$ cat src/rtl/rmt_ctrl_pkg.sv
// rmt_ctrl_pkg
//   Shared definitions for the RMT control-path blocks (packet arbiter,
//   parser/stage control FSMs): arbiter state encoding, flush-beat constants
//   and the default control data/user widths.
//   No ports (package).
package rmt_ctrl_pkg;

  // Control-path default widths, shared with the parser/stage control FSMs.
  localparam int CTRL_DATA_WIDTH      = 256;
  localparam int CTRL_USER_WIDTH      = 128;
  localparam int CTRL_TIMEOUT_DEFAULT = 1024;
  localparam int CTRL_CNT_WIDTH       = 32;

  // Arbiter state encoding. The numeric values are relied upon by debug tooling.
  typedef enum logic [2:0] {
    ST_IDLE  = 3'd0,
    ST_FWD   = 3'd1,
    ST_ABORT = 3'd2,
    ST_DRAIN = 3'd3,
    ST_GAP   = 3'd4
  } ctrl_arb_state_e;

  // Flush beat: a zero-content last beat. Downstream control FSMs treat any
  // tlast as end-of-packet and return to their first state.
  localparam logic FLUSH_TVALID = 1'b1;
  localparam logic FLUSH_TLAST  = 1'b1;

endpackage

$ cat src/rtl/rr_arb2.sv
// rr_arb2
//   Two-way round-robin grant used by the control packet arbiter.
//   Ports:
//     req[1:0]    request per port (tvalid of each input stream)
//     last_grant  port that won the previous arbitration
//     grant       winning port (0 or 1); meaningful only when any_req = 1
//     any_req     at least one port is requesting
module rr_arb2 (
  input  logic [1:0] req,
  input  logic       last_grant,
  output logic       grant,
  output logic       any_req
);

  // A tie goes to the port that lost last time; otherwise the sole requester wins.
  always_comb begin
    any_req = |req;
    if (req == 2'b11) grant = ~last_grant;
    else              grant = req[1];
  end

endmodule

$ cat src/rtl/ctrl_pkt_arbiter.sv
// ctrl_pkt_arbiter
//   Packet-granular 2:1 round-robin arbiter for the control AXIS path that
//   programs the parser/stage action RAMs. Port 0 = host control stream,
//   port 1 = local reconfig engine. Packets are never interleaved, one idle
//   cycle follows every packet, and a packet that stalls for too long inside
//   its body is terminated with a zero-content flush beat.
//   Ports:
//     axis_clk, aresetn         clock, synchronous active-low reset
//     s0_axis_* / s1_axis_*     input streams (tdata, tuser, tkeep, tvalid, tlast, tready)
//     m_axis_*                  registered output stream, no backpressure
//     err_timeout               one-cycle pulse coincident with the flush beat
//   Optional feature macro CTRL_ARB_STATS_EN adds:
//     pkt_cnt0, pkt_cnt1        packets forwarded per port (wrapping)
//     abort_cnt                 timeouts taken (wrapping)
module ctrl_pkt_arbiter
  import rmt_ctrl_pkg::*;
#(
  parameter int C_AXIS_DATA_WIDTH  = CTRL_DATA_WIDTH,
  parameter int C_AXIS_TUSER_WIDTH = CTRL_USER_WIDTH,
  parameter int C_TIMEOUT_CYCLES   = CTRL_TIMEOUT_DEFAULT,
  parameter int C_CNT_WIDTH        = CTRL_CNT_WIDTH
) (
  input  logic                            axis_clk,
  input  logic                            aresetn,

  input  logic [C_AXIS_DATA_WIDTH-1:0]    s0_axis_tdata,
  input  logic [C_AXIS_TUSER_WIDTH-1:0]   s0_axis_tuser,
  input  logic [C_AXIS_DATA_WIDTH/8-1:0]  s0_axis_tkeep,
  input  logic                            s0_axis_tvalid,
  input  logic                            s0_axis_tlast,
  output logic                            s0_axis_tready,

  input  logic [C_AXIS_DATA_WIDTH-1:0]    s1_axis_tdata,
  input  logic [C_AXIS_TUSER_WIDTH-1:0]   s1_axis_tuser,
  input  logic [C_AXIS_DATA_WIDTH/8-1:0]  s1_axis_tkeep,
  input  logic                            s1_axis_tvalid,
  input  logic                            s1_axis_tlast,
  output logic                            s1_axis_tready,

  output logic [C_AXIS_DATA_WIDTH-1:0]    m_axis_tdata,
  output logic [C_AXIS_TUSER_WIDTH-1:0]   m_axis_tuser,
  output logic [C_AXIS_DATA_WIDTH/8-1:0]  m_axis_tkeep,
  output logic                            m_axis_tvalid,
  output logic                            m_axis_tlast,

  output logic                            err_timeout
`ifdef CTRL_ARB_STATS_EN
  ,
  output logic [C_CNT_WIDTH-1:0]          pkt_cnt0,
  output logic [C_CNT_WIDTH-1:0]          pkt_cnt1,
  output logic [C_CNT_WIDTH-1:0]          abort_cnt
`endif
);

  localparam int KW   = C_AXIS_DATA_WIDTH / 8;
  localparam int TO_W = $clog2(C_TIMEOUT_CYCLES);
  localparam logic [TO_W-1:0] TO_LAST = TO_W'(C_TIMEOUT_CYCLES - 1);

  // A one-cycle timeout window would abort before any stall could be observed.
  if (C_TIMEOUT_CYCLES < 2 || C_CNT_WIDTH < 1) begin : g_bad_params
    $error("ctrl_pkt_arbiter: C_TIMEOUT_CYCLES must be >= 2 and C_CNT_WIDTH >= 1");
  end

  ctrl_arb_state_e         state;
  logic                    grant;
  logic                    last_grant;
  logic [TO_W-1:0]         to_cnt;

  logic                    arb_grant;
  logic                    any_req;
  logic                    port_open;

  logic                    g_valid;
  logic                    g_last;
  logic [C_AXIS_DATA_WIDTH-1:0]  g_data;
  logic [C_AXIS_TUSER_WIDTH-1:0] g_user;
  logic [KW-1:0]           g_keep;

  rr_arb2 u_rr_arb2 (
    .req        ({s1_axis_tvalid, s0_axis_tvalid}),
    .last_grant (last_grant),
    .grant      (arb_grant),
    .any_req    (any_req)
  );

  // tready depends only on registered state so it never loops back through tvalid.
  assign port_open      = (state == ST_FWD) || (state == ST_DRAIN);
  assign s0_axis_tready = port_open && !grant;
  assign s1_axis_tready = port_open &&  grant;

  // View of the currently granted input stream.
  always_comb begin
    if (grant) begin
      g_valid = s1_axis_tvalid;
      g_last  = s1_axis_tlast;
      g_data  = s1_axis_tdata;
      g_user  = s1_axis_tuser;
      g_keep  = s1_axis_tkeep;
    end else begin
      g_valid = s0_axis_tvalid;
      g_last  = s0_axis_tlast;
      g_data  = s0_axis_tdata;
      g_user  = s0_axis_tuser;
      g_keep  = s0_axis_tkeep;
    end
  end

  // Arbiter FSM with the stall timer and the registered output beat.
  // tvalid and err_timeout default low so each is a single-cycle pulse;
  // payload registers simply hold while tvalid is low.
  always_ff @(posedge axis_clk) begin
    if (!aresetn) begin
      state         <= ST_IDLE;
      grant         <= 1'b0;
      last_grant    <= 1'b1;
      to_cnt        <= '0;
      m_axis_tdata  <= '0;
      m_axis_tuser  <= '0;
      m_axis_tkeep  <= '0;
      m_axis_tvalid <= 1'b0;
      m_axis_tlast  <= 1'b0;
      err_timeout   <= 1'b0;
    end else begin
      m_axis_tvalid <= 1'b0;
      err_timeout   <= 1'b0;
      case (state)
        ST_IDLE: begin
          to_cnt <= '0;
          if (any_req) begin
            grant      <= arb_grant;
            last_grant <= arb_grant;
            state      <= ST_FWD;
          end
        end
        ST_FWD: begin
          if (g_valid) begin
            m_axis_tdata  <= g_data;
            m_axis_tuser  <= g_user;
            m_axis_tkeep  <= g_keep;
            m_axis_tlast  <= g_last;
            m_axis_tvalid <= 1'b1;
            to_cnt        <= '0;
            if (g_last) state <= ST_GAP;
          end else if (to_cnt == TO_LAST) begin
            state <= ST_ABORT;
          end else begin
            to_cnt <= to_cnt + TO_W'(1);
          end
        end
        ST_ABORT: begin
          m_axis_tdata  <= '0;
          m_axis_tuser  <= '0;
          m_axis_tkeep  <= '0;
          m_axis_tlast  <= FLUSH_TLAST;
          m_axis_tvalid <= FLUSH_TVALID;
          err_timeout   <= 1'b1;
          to_cnt        <= '0;
          state         <= ST_DRAIN;
        end
        ST_DRAIN: begin
          // Remainder of the aborted packet is swallowed; no timer here.
          if (g_valid && g_last) state <= ST_GAP;
        end
        ST_GAP: begin
          state <= ST_IDLE;
        end
        default: begin
          state <= ST_IDLE;
        end
      endcase
    end
  end

`ifdef CTRL_ARB_STATS_EN
  // Statistics: only packets completed through FWD count as forwarded;
  // a packet cut short by a timeout is counted once in abort_cnt instead.
  always_ff @(posedge axis_clk) begin
    if (!aresetn) begin
      pkt_cnt0  <= '0;
      pkt_cnt1  <= '0;
      abort_cnt <= '0;
    end else begin
      if (state == ST_FWD && g_valid && g_last) begin
        if (grant) pkt_cnt1 <= pkt_cnt1 + C_CNT_WIDTH'(1);
        else       pkt_cnt0 <= pkt_cnt0 + C_CNT_WIDTH'(1);
      end
      if (state == ST_ABORT) abort_cnt <= abort_cnt + C_CNT_WIDTH'(1);
    end
  end
`endif

endmodule

$ cat config.mk
export PLATFORM = sky130hd
export DESIGN_NAME = ctrl_pkt_arbiter
export DESIGN_NICKNAME = d
export VERILOG_FILES = /design/src/rtl/rmt_ctrl_pkg.sv /design/src/rtl/rr_arb2.sv /design/src/rtl/ctrl_pkt_arbiter.sv
export SDC_FILE = /design/constraint.sdc
export NUM_CORES = 1
export LEC_CHECK = 0
export CAP_MARGIN = 20
export CORE_AREA = 2 2 490 492
export DETAILED_ROUTE_END_ITERATION = 12
export DIE_AREA = 0 0 492 494
export SLEW_MARGIN = 30
export SYNTH_ARGS = -nofsm -noshare
export SYNTH_HDL_FRONTEND = slang
export SYNTH_SLANG_ARGS = --single-unit
$ cat constraint.sdc
create_clock -name axis_clk -period 2.2 [get_ports axis_clk]
set_input_delay 0.44 -clock axis_clk [delete_from_list [all_inputs] [get_ports axis_clk]]
set_output_delay 0.44 -clock axis_clk [all_outputs]
set_load 0.1 [all_outputs]
==> out/metrics.cfg, run 1 <==
[sta]
slew_viol_final=0
slew_headroom_pct=36.54
timing.final.ws_setup_ns=0.08751
max_freq_mhz=473.4
setup_violations=0
hold_ws_ns=0.3808
hold_violations=0
finalClockSkew_ns=0.04319
worstMarginPinSlew_ns=0.9519
rsz0062_at_grt=false
min_period_ns=2.112
fin_crit_sh_pct=96.02

[synthesis]
synth_xor_area_share_pct=0
synth_flop_cell=dfxtp_1
synth-simple-area-share_pct=15.56
ys_warn_count=0
yosys.area.top_type=dfxtp_1
ys_top_cells_by_area=dfxtp_1 (43%), mux2_2 (14%), mux2i_1 (8.4%), a21oi_1 (6.5%), nand3_1 (6.5%)
async_flop_share_pct=0
syn_inst=2250
ys_types=37
synthMuxAreaShare_pct=22.64
yosysTopAreaCellShare_pct=43.47
synth-edff-count=0
synth-compound-area-share_pct=13.57
ys_seq_elements=434
yosysSeqAreaShare_pct=43.47
synthesis.nets=3089
synth_area_mm2=0.01999
synth_top_family_by_area=multiplexers
synthAdderAreaFrac_pct=0.06261
synth.avg_cell_area_um2=8.882

[floorplanning]
chipWidth_um=492
fp.dieH_um=494
coreArea_mm2=0.2374
floorplan.initialDensity_pct=8.418
rows=179
dieArea_mm2=0.2430
ios=1259

[routing]
routed_via_density=3.480
dr.pass1.iters=5
route.vias.total=23570
drt-total-wl_mm=178.2
first_iter_violations=1499
drc_errors=0
wl_per_cell_um=26.31
antenna_left=0

[worst_setup_path]
crit_type=reg2out
arrival_ns=1.67
crit_fanout=7
cp.required_ns=1.76
start_kind=register
cp_slowest_cell=dfxtp_4
cp_top_family=flip-flops
regToRegStartpoint=grant$_SDFFE_PN0P_
reg2reg_depth=6
cpPeakStageDelay_ns=0.36
endpoint_kind=primary output
r2r_slack_ns=0.12
path_buf_inv=2
worst_r2r_endpoint=m_axis_tdata[183]$_SDFFE_PN0P_
critical_path.cell_chain=nand2b_4 -> buf_6 -> nor2_4 -> buf_12

[finish]
syn_to_final_growth_pct=92.88
final_cell_mix=clkdlybuf4s50_1 (837), buf_4 (532), dfxtp_1 (431), nand2_1 (270), a21oi_1 (259)
layout_commonest_cell=clkdlybuf4s50_1
drive_gt1_share_pct=26.32
nets=4348

[global_routing]
grt_max_degree=74
antenna_found_initial=247
grt_pass1_vias=22550
grt_pass1_wl_mm=221.4
grt_overflow_total=0
track_usage_pct=13.91

[pwr]
internal_power_w=0.01775
total_leakage_power_nw=13.68
p_sw_w=0.01096
ir_worst_vdd_v=0.0006926
combinationalPowerShare_pct=34.3
sw_frac_of_total_pct=38.18
p_per_area_mw_per_mm2=744.9
p_clk_share_pct=35.1
p_seq_share_pct=30.7

[place]
dpl_worst_slack_ns=-0.2275
dp_hpwl_mm=154.7
gp_congestion=0.9435
portBuffers=1258

[hold_path]
min_from=s0_axis_tdata[8]
min_path_type=in2reg
holdPathStages=3
min_to=m_axis_tdata[8]$_SDFFE_PN0P_

[run]
drv_cap=0

[status]
status=complete, no violations

[clocking]
clock_sinks=434
clk_path_buf_depth=3
cts_tree=done
cts_root_buffer=clkbuf_16
htreeDepth=2
insertion_delay_ns=0.72
cts_made_buffers=57
path_clk_slew_ns=0.06

-- cells in the mapped netlist, types with 2 or more instances --
master    count
a211oi_1    166
a21oi_1     259
a311oi_1      4
a31oi_1       3
a41oi_1       2
and3_1        3
buf_1        30
buf_2        73
buf_4         3
clkbuf_1    110
dfxtp_1     434
inv_1         4
mux2_2      252
mux2i_1     167
nand2_1     272
nand3_1     258
nand4_1       2
nor2_1      175
nor3_1        4
o21ai_0       9
or3_1         3
or4_1         2
-- worst register-to-register path, stage by stage (launching register included) --
cell     delay (ns)
dfxtp_4        0.38
buf_4          0.24
buf_12         0.23
buf_4          0.48
mux2_2         0.39
nand2_1        0.14
a21oi_1        0.08
-- metrics by stage --
stage | TNS (ns) | cells | util [%] | cell area, um2 | power (W)
floorplan | -0.1327 | 2250 | - | 19990 | 0.01500
global placement | -26.17 | 6607 | 15.27 | 36240 | 0.01869
detailed placement | -59.08 | 6607 | 15.27 | 36240 | 0.01877
CTS | -0.01973 | 6720 | 16.17 | 38400 | 0.02917
global route | 0 | 6736 | 16.20 | 38450 | 0.02968
finish | 0 | 6774 | 16.24 | 38550 | 0.02872
-- timing repair --
action,in CTS,in global routing
pin swaps,2,1
gates resized for setup,15,2
setup endpoints to repair,2,3
setup buffers,7,0
hold buffers,0,0
endpoints found under the hold margin,0,0
gates cloned,3,0
-- worst max-delay path by stage --
stage	from	end	slack (ns)	depth (start not counted)
3_3_place_gp	s1_axis_tvalid	m_axis_tuser[119]$_SDFFE_PN0P_	-0.17	8
3_5_place_dp	s1_axis_tvalid	m_axis_tuser[101]$_SDFFE_PN0P_	-0.23	8
2_1_floorplan	grant$_SDFFE_PN0P_	s1_axis_tready	-0.13	5
6_report	state[2]$_SDFFE_PN0P_	s0_axis_tready	0.09	4
4_1_cts	grant$_SDFFE_PN0P_	s1_axis_tready	-0.01	5
5_1_grt	state[2]$_SDFFE_PN0P_	s0_axis_tready	0.01	4
-- metal layers --
layer	wire length [um]	GRT usage, %
met2	84580	24.07
met1	55850	12.67
met4	7686	4.422
met3	28690	10.20
met5	1409	0
-- final cells by class --
type,count,area (um2)
fillers,26780,198900
repair buffers,1417,13370
multi-input cells,1595,10410
flip-flops and latches,434,8697
well taps,3167,3963
clock buffers,81,1608
clock inverters,22,339.1
diodes,54,135.1
inverters,4,22.52
-- cells by family (layout without fill, tap and decap cells) --
kind of cell | Yosys count | count (layout)
adders and majority gates | 1 | 1
muxes | 420 | 420
AOI/OAI and AO/OA | 449 | 449
buffers and inverters | 221 | 1524
and+or+nand+nor | 725 | 725
other | 0 | 54
DFF | 434 | 434
-- flip-flops by register name, summed over array words and instances (netlist names), 3 cells and up --
signal	count
m_axis_tdata	256
m_axis_tuser	128
m_axis_tkeep	32
to_cnt	10
state	3
-- power by group through the flow --
stage / Clock, W / Combinational [W] / Sequential [W]
2_1_floorplan: 0 / 0.00212 / 0.0129
3_3_place_gp: 0 / 0.00974 / 0.00895
3_5_place_dp: 0 / 0.00980 / 0.00896
4_1_cts: 0.0104 / 0.00992 / 0.00880
5_1_grt: 0.0106 / 0.0102 / 0.00887
6_report: 0.0101 / 0.00984 / 0.00881
Note: power is estimated with default switching activity, not from simulation.
==> inputs of run 2 (changes only) <==
--- a/config.mk
+++ b/config.mk
@@ -6,9 +6,9 @@
 export NUM_CORES = 1
 export LEC_CHECK = 0
 export CAP_MARGIN = 20
-export CORE_AREA = 2 2 490 492
+export CORE_AREA = 2 2 496 498
 export DETAILED_ROUTE_END_ITERATION = 12
-export DIE_AREA = 0 0 492 494
+export DIE_AREA = 0 0 498 500
 export SLEW_MARGIN = 30
 export SYNTH_ARGS = -nofsm -noshare
 export SYNTH_HDL_FRONTEND = slang
==> constraint.sdc (replaced) <==
create_clock -name axis_clk -period 1.87 [get_ports axis_clk]
set_input_delay 0.374 -clock axis_clk [delete_from_list [all_inputs] [get_ports axis_clk]]
set_output_delay 0.374 -clock axis_clk [all_outputs]
set_load 0.1 [all_outputs]
==> out/metrics.cfg, run 2 (synthesis results as in run 1) <==
[clocking]
path_clk_slew_ns=0.07  ; was 0.06 ns
hold_buffers=0  ; unchanged
htreeDepth=2  ; unchanged
clk_path_buf_depth=3  ; unchanged
insertion_delay_ns=0.69  ; was 0.72 ns
cts_root_buffer=clkbuf_16  ; unchanged
clock_sinks=434  ; unchanged
cts_tree=done  ; unchanged
cts_made_buffers=56  ; was 57

[global_routing]
grt_pass1_vias=23140  ; was 22550
antenna_found_initial=255  ; was 247
grt_pass1_wl_mm=230.8  ; was 221.4 mm
track_usage_pct=14.11  ; was 13.91%
grt_overflow_total=0  ; unchanged
grt_max_degree=77  ; was 74

[routing]
drt-total-wl_mm=189.8  ; was 178.2 mm
dr.pass1.iters=5  ; unchanged
antenna_left=0  ; unchanged
wl_per_cell_um=27.49  ; was 26.31 um
routed_via_density=3.531  ; was 3.480
route.vias.total=24380  ; was 23570
first_iter_violations=1583  ; was 1499
drc_errors=0  ; unchanged

[place]
dp_hpwl_mm=157.3  ; was 154.7 mm
gp_congestion=0.9029  ; was 0.9435
place_area_mm2=0.03914  ; was 0.03624 mm2
portBuffers=1258  ; unchanged

[finish]
drive_gt1_share_pct=31.48  ; was 26.32%
fin_util_pct=17.82  ; was 16.24%
syn_to_final_growth_pct=117.9  ; was 92.88%
largest-register=m_axis_tdata  ; unchanged
layout_commonest_cell=clkdlybuf4s50_1  ; unchanged
nets=4415  ; was 4348
fillers=27040  ; was 26780
largest_reg_flops=256  ; unchanged
regArea_mm2=0.008698  ; was 0.008697 mm2
reg_top3=m_axis_tdata: 256 flops, m_axis_tuser: 128 flops, m_axis_tkeep: 32 flops  ; unchanged
stdcell_area_mm2=0.04355  ; was 0.03855 mm2
final_cell_mix=clkdlybuf4s50_1 (837), dfxtp_1 (428), buf_4 (292), nand2_1 (269), buf_12 (269)  ; was clkdlybuf4s50_1 (837), buf_4 (532), dfxtp_1 (431), nand2_1 (270), a21oi_1 (259)
multi_input_area_mm2=0.01106  ; was 0.01041 mm2

[sta]
slew_viol_final=0  ; unchanged
worstMarginPinSlew_ns=0.6111  ; was 0.9519 ns
setup_violations=364  ; was 0
slew_headroom_pct=58.10  ; was 36.54%
hold_violations=0  ; unchanged
hold_ws_ns=0.3185  ; was 0.3808 ns
max_freq_mhz=490.7
min_period_ns=2.038
timing.final.ws_setup_ns=-0.1680  ; was 0.08751 ns
finalClockSkew_ns=0.01355  ; was 0.04319 ns
rsz0062_at_grt=true  ; was false
fin_crit_sh_pct=109.0
fin_tns_setup_ns=-29.89  ; was 0 ns

[floorplanning]
floorplan.initialDensity_pct=8.179  ; was 8.418%
fp.dieH_um=500  ; was 494 um
rows=182  ; was 179
coreArea_mm2=0.2443  ; was 0.2374 mm2
ios=1259  ; unchanged
chipWidth_um=498  ; was 492 um
dieArea_mm2=0.2490  ; was 0.2430 mm2

[pwr]
combinationalPowerShare_pct=37.7  ; was 34.3%
p_seq_share_pct=29.6  ; was 30.7%
total_leakage_power_nw=15.17  ; was 13.68 nW
power_w=0.03573  ; was 0.02872 W
p_per_area_mw_per_mm2=820.3  ; was 744.9 mW/mm2
sw_frac_of_total_pct=37.80  ; was 38.18%
p_clk_share_pct=32.7  ; was 35.1%
ir_worst_vdd_v=0.0006966  ; was 0.0006926 V
p_sw_w=0.01350  ; was 0.01096 W
internal_power_w=0.02222  ; was 0.01775 W

[hold_path]
min_path_type=in2reg  ; unchanged

[worst_setup_path]
path_buf_inv=4  ; was 2
start_kind=register  ; unchanged
critical_path.cell_chain=buf_12 -> mux2i_4 -> buf_4 -> or3_4 -> buf_12 -> clkbuf_16 -> nand3_1 -> a21oi_1  ; was nand2b_4 -> buf_6 -> nor2_4 -> buf_12
cp_slowest_cell=or3_4  ; was dfxtp_4
endpoint_kind=register  ; was primary output
crit_fanout=13  ; was 7
crit_path_frequent_cell=buf_12
cpPeakStageDelay_ns=0.42  ; was 0.36 ns
arrival_ns=2.60  ; was 1.67 ns
cp.required_ns=2.43  ; was 1.76 ns
crit_type=reg2reg  ; was reg2out
cp_top_family=buffers and inverters  ; was flip-flops

[status]
violations=negative setup slack
status=finished, violations left  ; was complete, no violations

[run]
drv_cap=0  ; unchanged

## run 2: cell types whose count changed in the layout (fill, tap and decap cells not counted), sizes merged
| cell | previous run | this run |
|---|---|---|
| clkinv | 8 | 15 |
| bufbuf | 3 | 1 |
| inv | 10 | 8 |
| clkbuf | 81 | 97 |
| diode | 54 | 62 |
| buf | 577 | 626 |
## run 2: path summary, 6_finish.rpt
check                                 startpoint                              to  slack (ns)  cells past startpoint
hold / removal                 s0_axis_tdata[73]   m_axis_tdata[73]$_SDFFE_PN0P_        0.32                      3
hold reg to reg   m_axis_tdata[173]$_SDFFE_PN0P_  m_axis_tdata[173]$_SDFFE_PN0P_        0.46                      2
setup / recovery              grant$_SDFFE_PN0P_   m_axis_tdata[67]$_SDFFE_PN0P_       -0.17                      8
setup reg to reg              grant$_SDFFE_PN0P_   m_axis_tdata[67]$_SDFFE_PN0P_       -0.17                      8
## run 2: layout make-up
| class | instances | share of cell area [%] |
|---|---|---|
| Clock buffer | 76 | 3.597 |
| Multi-Input combinational cell | 1595 | 25.38 |
| Antenna cell | 62 | 0.3562 |
| Tap cell | 3220 | 9.250 |
| Clock inverter | 27 | 0.8360 |
| Sequential cell | 434 | 19.97 |
| Inverter | 4 | 0.05171 |
| Timing Repair Buffer | 1485 | 40.55 |
## run 2: worst reg2reg max path, stage by stage (launching register included)
cell	delay [ns]
dfxtp_4	0.37
buf_12	0.13
mux2i_4	0.19
buf_4	0.15
or3_4	0.42
buf_12	0.18
clkbuf_16	0.29
nand3_1	0.09
a21oi_1	0.08
## run 2: repair_timing
item                       CTS  global route
setup buffers               10            30
setup endpoints to repair   76           405
gates resized for setup     56           198
cloned                      11            28
pin swaps                    2            40
## run 2: power groups by stage
stage	clock [W]	combinational, W	sequential, W
2_1_floorplan	0	0.00250	0.0151
3_3_place_gp	0	0.0124	0.0107
3_5_place_dp	0	0.0124	0.0107
4_1_cts	0.0121	0.0129	0.0106
5_1_grt	0.0123	0.0139	0.0106
6_report	0.0117	0.0135	0.0106
## run 2: layer usage
| layer | wire length (um) | track usage [%] |
|---|---|---|
| met2 | 87370 | 23.61 |
| met5 | 1092 | 0 |
| met1 | 64660 | 14.16 |
| met3 | 24760 | 7.995 |
| met4 | 11880 | 6.557 |
## run 2: per-stage QoR
| stage | cells | worst slack [ns] |
|---|---|---|
| 6_report | 6903 | -0.1680 |
| 5_1_grt | 6866 | -0.2372 |
| 4_1_cts | 6787 | -0.1807 |
| 3_5_place_dp | 6663 | -0.5371 |
| 3_3_place_gp | 6663 | -0.4261 |
| 2_1_floorplan | 2250 | -0.1779 |
